==> src/rtl/pipe_hazard_ctrl.sv <==
// ---------------------------------------------------------------------------
// pipe_hazard_ctrl
// Hazard and sequencing controller for a 5-stage pipeline. It decodes load-use
// stalls, taken-branch squashes, multi-cycle EX operations and data-memory wait
// states into enable/flush controls for the PC, IF/ID, ID/EX and EX/MEM stages.
// State (RUN / MC_BUSY plus a down-counter) is registered. Outputs are a
// combinational decode of the current state and inputs.
//
// Optional feature macro: PIPE_HAZARD_PERF_CNT_EN
//   defined   -> stall_cycles is a saturating 16-bit count of non-reset cycles
//                in which the PC is held (pc_en=0)
//   undefined -> stall_cycles is tied to zero and no counter is built
// ---------------------------------------------------------------------------
module pipe_hazard_ctrl #(
    parameter int REG_ADDR_WIDTH = 5,
    parameter int MC_LATENCY     = 4,   // legal range 1..16
    parameter int CNT_WIDTH      = 4
) (
    input  logic                      clk,
    input  logic                      rst,
    input  logic [REG_ADDR_WIDTH-1:0] id_rs,
    input  logic [REG_ADDR_WIDTH-1:0] id_rt,
    input  logic                      id_uses_rs,
    input  logic                      id_uses_rt,
    input  logic                      id_is_mc,
    input  logic                      ex_is_load,
    input  logic                      ex_reg_write,
    input  logic [REG_ADDR_WIDTH-1:0] ex_rd,
    input  logic                      branch_taken,
    input  logic                      mem_stall,
    output logic                      pc_en,
    output logic                      ifid_en,
    output logic                      ifid_flush,
    output logic                      idex_en,
    output logic                      idex_flush,
    output logic                      exmem_flush,
    output logic                      mc_start,
    output logic                      mc_done,
    output logic                      busy,
    output logic [15:0]               stall_cycles
);

    typedef enum logic {
        RUN     = 1'b0,
        MC_BUSY = 1'b1
    } state_t;

    // Counter reload so that the op spends exactly MC_LATENCY cycles in EX:
    // MC_LATENCY-1 counting cycles followed by the cnt==0 (mc_done) cycle.
    localparam logic [CNT_WIDTH-1:0] MC_LOAD = CNT_WIDTH'(MC_LATENCY - 1);

    state_t                 state_reg;
    state_t                 state_next;
    logic [CNT_WIDTH-1:0]   cnt_reg;
    logic [CNT_WIDTH-1:0]   cnt_next;

    logic                   rs_match;
    logic                   rt_match;
    logic                   load_use;

    // Load-use detection: a load in EX targeting a non-zero register that the
    // ID instruction reads. Register 0 is hardwired, so it never hazards.
    always_comb begin
        rs_match = id_uses_rs && (id_rs == ex_rd);
        rt_match = id_uses_rt && (id_rt == ex_rd);
        load_use = ex_is_load && ex_reg_write && (ex_rd != '0) && (rs_match || rt_match);
    end

    // Next-state and output decode, highest priority first:
    // reset > mem_stall > MC_BUSY > branch_taken > load-use > mc start.
    always_comb begin
        pc_en       = 1'b1;
        ifid_en     = 1'b1;
        ifid_flush  = 1'b0;
        idex_en     = 1'b1;
        idex_flush  = 1'b0;
        exmem_flush = 1'b0;
        mc_start    = 1'b0;
        mc_done     = 1'b0;
        busy        = (state_reg == MC_BUSY);
        state_next  = state_reg;
        cnt_next    = cnt_reg;

        if (rst) begin
            // Bubble every stage and abandon any multi-cycle op silently.
            pc_en       = 1'b0;
            ifid_en     = 1'b0;
            idex_en     = 1'b0;
            ifid_flush  = 1'b1;
            idex_flush  = 1'b1;
            exmem_flush = 1'b1;
            busy        = 1'b0;
            state_next  = RUN;
            cnt_next    = '0;
        end else if (mem_stall) begin
            // Whole pipeline frozen; state and counter hold.
            pc_en   = 1'b0;
            ifid_en = 1'b0;
            idex_en = 1'b0;
        end else if (state_reg == MC_BUSY) begin
            if (cnt_reg != '0) begin
                // Op still occupies EX: hold the front end, bubble into MEM.
                pc_en       = 1'b0;
                ifid_en     = 1'b0;
                idex_en     = 1'b0;
                exmem_flush = 1'b1;
                cnt_next    = cnt_reg - 1'b1;
            end else begin
                // Final EX cycle: result flows on; a waiting mc op starts later.
                mc_done    = 1'b1;
                state_next = RUN;
            end
        end else if (branch_taken) begin
            // Squash the wrong-path instructions in IF/ID and ID/EX.
            ifid_flush = 1'b1;
            idex_flush = 1'b1;
        end else if (load_use) begin
            // One-cycle stall; the load reaches MEM and forwarding covers it.
            pc_en      = 1'b0;
            ifid_en    = 1'b0;
            idex_flush = 1'b1;
        end else if (id_is_mc) begin
            mc_start   = 1'b1;
            state_next = MC_BUSY;
            cnt_next   = MC_LOAD;
        end
    end

    // State and counter registers.
    always_ff @(posedge clk) begin
        if (rst) begin
            state_reg <= RUN;
            cnt_reg   <= '0;
        end else begin
            state_reg <= state_next;
            cnt_reg   <= cnt_next;
        end
    end

`ifdef PIPE_HAZARD_PERF_CNT_EN
    logic [15:0] stall_cnt_reg;

    // Saturating count of cycles in which the PC did not advance.
    always_ff @(posedge clk) begin
        if (rst) begin
            stall_cnt_reg <= '0;
        end else if (!pc_en && (stall_cnt_reg != 16'hFFFF)) begin
            stall_cnt_reg <= stall_cnt_reg + 16'd1;
        end
    end

    assign stall_cycles = stall_cnt_reg;
`else
    assign stall_cycles = '0;
`endif

endmodule
==> config.mk <==
export PLATFORM = sky130hd
export DESIGN_NAME = pipe_hazard_ctrl
export DESIGN_NICKNAME = d
export VERILOG_FILES = /design/src/rtl/pipe_hazard_ctrl.sv
export SDC_FILE = /design/constraint.sdc
export NUM_CORES = 1
export LEC_CHECK = 0
export ABC_AREA = 1
export BUFFER_PORTS_ARGS = -buffer_cell sky130_fd_sc_hd__buf_2
export CORE_MARGIN = 1
export CORE_UTILIZATION = 46
export CTS_BUF_LIST = sky130_fd_sc_hd__clkbuf_8
export DETAILED_ROUTE_END_ITERATION = 16
export HOLD_SLACK_MARGIN = 0.06
export PLACE_DENSITY_LB_ADDON = 0.25
export SLEW_MARGIN = 20
export SYNTH_ARGS = -nofsm -noshare
export SYNTH_HDL_FRONTEND = slang
export SYNTH_SLANG_ARGS = --single-unit
==> constraint.sdc <==
create_clock -name clk -period 4.6 [get_ports clk]
set_clock_uncertainty 0.15 [all_clocks]
set_input_delay 0.46 -clock clk [delete_from_list [all_inputs] [get_ports clk]]
set_output_delay 0.46 -clock clk [all_outputs]
set_load 0.01 [all_outputs]
After elaboration in Yosys (flattened, before gate mapping). Index checks and enable logic that the tools add are counted.

Add/sub/neg operators: 1. Multiply operators: 0. Divide/modulo/power cells: 0. Order comparisons: 0. Eq/ne operators: 5. Shift operators: 0. Multiplexer cells: 38. Bitwise operators: 1. Reductions and logical operators: 10.

Operators with widths (number): $mux 1 (33); $mux 4 (5); $eq 5x5->1 (2); $logic_and 1x1->1 (5); $reduce_and 5->1 (1); $reduce_bool 5->1 (1); $ne 2x1->1 const B (2); $reduce_bool 4->1 (1); $sub 4x1->4 const B (1); $ne 2x2->1 const B (1); $reduce_bool 2->1 (1); $logic_or 1x1->1 (1); $not 1->1 (1).

Flip-flop bits (word level): 5. Latch bits: 0. RAM bits: 0. Bits in read-only memories: 0. Input bits: 24. Output and inout bits: 25. Word-level logic and storage cells: 57. Memories kept: 0.

Depth between registers and ports, before layout.
Depth after elaboration: 9. Depth in mapped cells: 11. Gate-level depth less buffers: 11.

Worst setup path after synthesis. OpenSTA, ideal clock, no wires.

Kind: register to output. Start point: register cnt_reg[0]. End point: output port pc_en. Arrival time: 1.374 ns. Data required time: 3.990 ns. Slack: 2.616 ns. Cell stages (with the launch flop): 10. Buffers on the path: 1. Cell sequence: dfxtp_1 inv_1 ha_1 nand3_2 nand2_2 nand2_1 nor2_1 o21ai_0 inv_1 buf_4.

Cells in the longest elaborated chain, start to end: 5.

RTL lines: from (decl) (RTL line 54) `logic [CNT_WIDTH-1:0] cnt_reg;`; from (signal assigned) (RTL line 136) `cnt_reg <= cnt_next;`; $reduce_bool 4->1 (RTL line 101) `if (cnt_reg != '0) begin`; $mux 1 (4 in series); to (decl) (RTL line 31) `output logic pc_en,`.

No other way between the ends.

Final worst setup path.
Start point: register cnt_reg[0]. End point: output port ifid_en.

Cells in the longest elaborated chain, start to end: 5.

RTL lines: $reduce_bool 4->1 (RTL line 101); $mux 1 (RTL line 101); $mux 1 (RTL line 100) `end else if (state_reg == MC_BUSY) begin`; $mux 1 (RTL line 95) `end else if (mem_stall) begin`; $mux 1 (RTL line 84) `if (rst) begin`; to (decl) (RTL line 32) `output logic ifid_en,`.

No other way between the ends.

==> results.cfg <==
[run_status]
status = complete, no violations

[clock_network]
cts_made_buffers = 3
clockBufferDepth = 2
cts_resized = 0
clk_pin_slew_worst_paths_ps = 30
htree_levels = 1
clockRootBuffer = clkbuf_8
clk_latency_ps = 220
post-cts-setup-buffers = 0
clock_sinks = 5
holdBufCountCts = 0
cts_tree = yes

[placement]
placed_area_um2 = 860
globalplace.congestion = 0.802
io_buffers = 32
dp_slack_ps = 2520
dp_hpwl_um = 1340

[grt]
grt_pass1_vias = 720
grt.busiest_layer = met2
grt_max_degree = 8
met3_usage_pct = 3.02
antenna_found_initial = 0
met2_usage_pct = 35.4
grt_first_pass_wirelength_um = 2630
grt_use_met1_pct = 18.9
grt_usage_pct = 18.6
grt-ovfl-total = 0

[yosys]
ys.warnings.count = 0
ys_async_sr_fraction_pct = 0
synth_area_leaders = nand2_1 21%, buf_4 17%, dfxtp_1 13%
synth-edff-count = 0
synth_xor_area_share_pct = 0
synth_top_family_by_area = simple AND/OR/NAND/NOR gates
synth_seq_cells = 5
syn-instance-count = 133
synth_compound_area_share_pct = 8.00
synth-adder-area-share_pct = 1.67
yosys.area_share.simple_pct = 47.5
yosysTopAreaCell = nand2_1
synth-seq-area-share_pct = 13.3
yosysMostFrequentCell = nand2_1
synth_area_um2 = 751
ys_top_cells_by_count = 41 x nand2_1, 17 x buf_4, 17 x inv_1, 14 x nor2_1, 7 x inv_2
synth_top_area_share_pct = 20.5
synthMuxAreaShare_pct = 0
synth_flop_cell = dfxtp_1
synth.avg_cell_area_um2 = 5.64
synth_cell_types = 22

[die]
die_h_um = 42.4
rows = 14
fp.dieW_um = 42.4
start_util_pct = 49.3
core_um2 = 1520
dieArea_um2 = 1800
ios = 49

[setup_path]
cp_max_fo = 4
critical_path_class = flip-flop to primary output
arrival_ps = 1540
startpoint_type = flip-flop
worstSetupEndpointType = primary output
cp.required_ps = 3990

[run]
max_cap_violations = 0

[hold_path]
min-delay-path-class = input port to flip-flop

[timing]
fin_crit_sh_pct = 46.7
hold_violations = 0
rsz0062_at_grt = no
setup_tns_ps = 0
slew_violations = 0
final-setup-viol-count = 0
period_needed_ps = 2150
fmax_mhz = 466
setup_slack_ps = 2450

[finish]
ff_latch_area_um2 = 100
area_growth_pct = 20.5
fill_cells = 151
design_area_um2 = 905
final_core_util_pct = 59.4
n_antenna_cell = 0
finish.net_count = 193
drive_above_1_share_pct = 31.1
largest_reg_flops = 4
multiInputGateArea_um2 = 489

[power]
power_mw = 0.192
leakage_nw = 0.577
ir_drop_mv = 0.207
power.density_nw_per_um2 = 213

[drt]
drt_iter0_markers = 9
via_per_inst = 4.60
firstDrtPassIters = 4
wl_per_cell_um = 8.63
antenna_left = 0
num_vias = 842
wl_um = 1580
drc = 0
[worst paths after layout]
kind,from,to,slack (ps),cells past startpoint
worst max-delay path,cnt_reg[0]$_SDFFE_PP0P_,ifid_en,2450,9
worst min-delay path,rst,state_reg$_SDFFE_PP0N_,350,2
worst max register to register,cnt_reg[0]$_SDFFE_PP0P_,cnt_reg[2]$_SDFFE_PP0P_,3000,9
worst min register to register,cnt_reg[1]$_SDFFE_PP0P_,cnt_reg[1]$_SDFFE_PP0P_,370,2
[metrics by stage]
step,hold WS (ps),cells
global route,369,183
finish,345,183
global placement,341,179
CTS,336,183
floorplan,319,148
detailed placement,370,179
[layout make-up]
cell class	instances	area share, %
Clock inverter	1	0.415
Timing Repair Buffer	32	17.7
Tap cell	16	2.21
Clock buffer	3	4.56
Multi-Input combinational cell	102	54.1
Inverter	24	9.96
Sequential cell	5	11.1
[logic make-up (layout without fill, tap and decap cells)]
group,count (synthesis),after routing
and+or+nand+nor,76,76
buffers and inverters,41,60
AOI/OAI and AO/OA,9,9
DFF,5,5
adders and majority gates,1,1
other,1,16
[metal layers]
| layer | up-vias | wire length [um] |
|---|---|---|
| li1 | 441 | - |
| met1 | 373 | 654 |
| met4 | 0 | 14 |
| met3 | 2 | 49 |
| met2 | 26 | 860 |
| met5 | - | 0 |
[critical path, cell delays in order, from the launching register on]
cell	delay (ps)
dfxtp_1	310
inv_1	100
ha_1	210
nand3_2	130
nand2_2	120
nand2_1	60
nor2_1	100
o21ai_0	90
inv_1	70
buf_2	120
[placed cells by master, fill, tap and decap left out]
cell | synthesis | final
nor4_1 | 2 | 2
a21oi_1 | 3 | 3
a21o_1 | 1 | 1
nand2_1 | 41 | 41
a21oi_4 | 1 | 1
nand3_4 | 2 | 2
nand2_2 | 3 | 3
nor3_1 | 1 | 1
a31oi_1 | 1 | 1
inv_1 | 17 | 18
nor2_2 | 2 | 2
o21ai_0 | 3 | 3
dfxtp_1 | 5 | 5
nand3_2 | 1 | 1
inv_2 | 7 | 7
ha_1 | 1 | 1
nor2_1 | 14 | 14
nand4_1 | 4 | 4
clkbuf_8 | 0 | 3
buf_2 | 0 | 32
or2_2 | 1 | 1
conb_1 | 1 | 16
nand3_1 | 5 | 5
[report_power, final]
| group | switching, mW | total, mW | leakage, nW | internal, mW |
|---|---|---|---|---|
| sequential | 0.00255 | 0.0490 | 0.0409 | 0.0464 |
| combinational | 0.0414 | 0.0665 | 0.509 | 0.0251 |
| clock | 0.0198 | 0.0768 | 0.0269 | 0.0570 |
No activity file was read; power rests on OpenSTA's default activity.
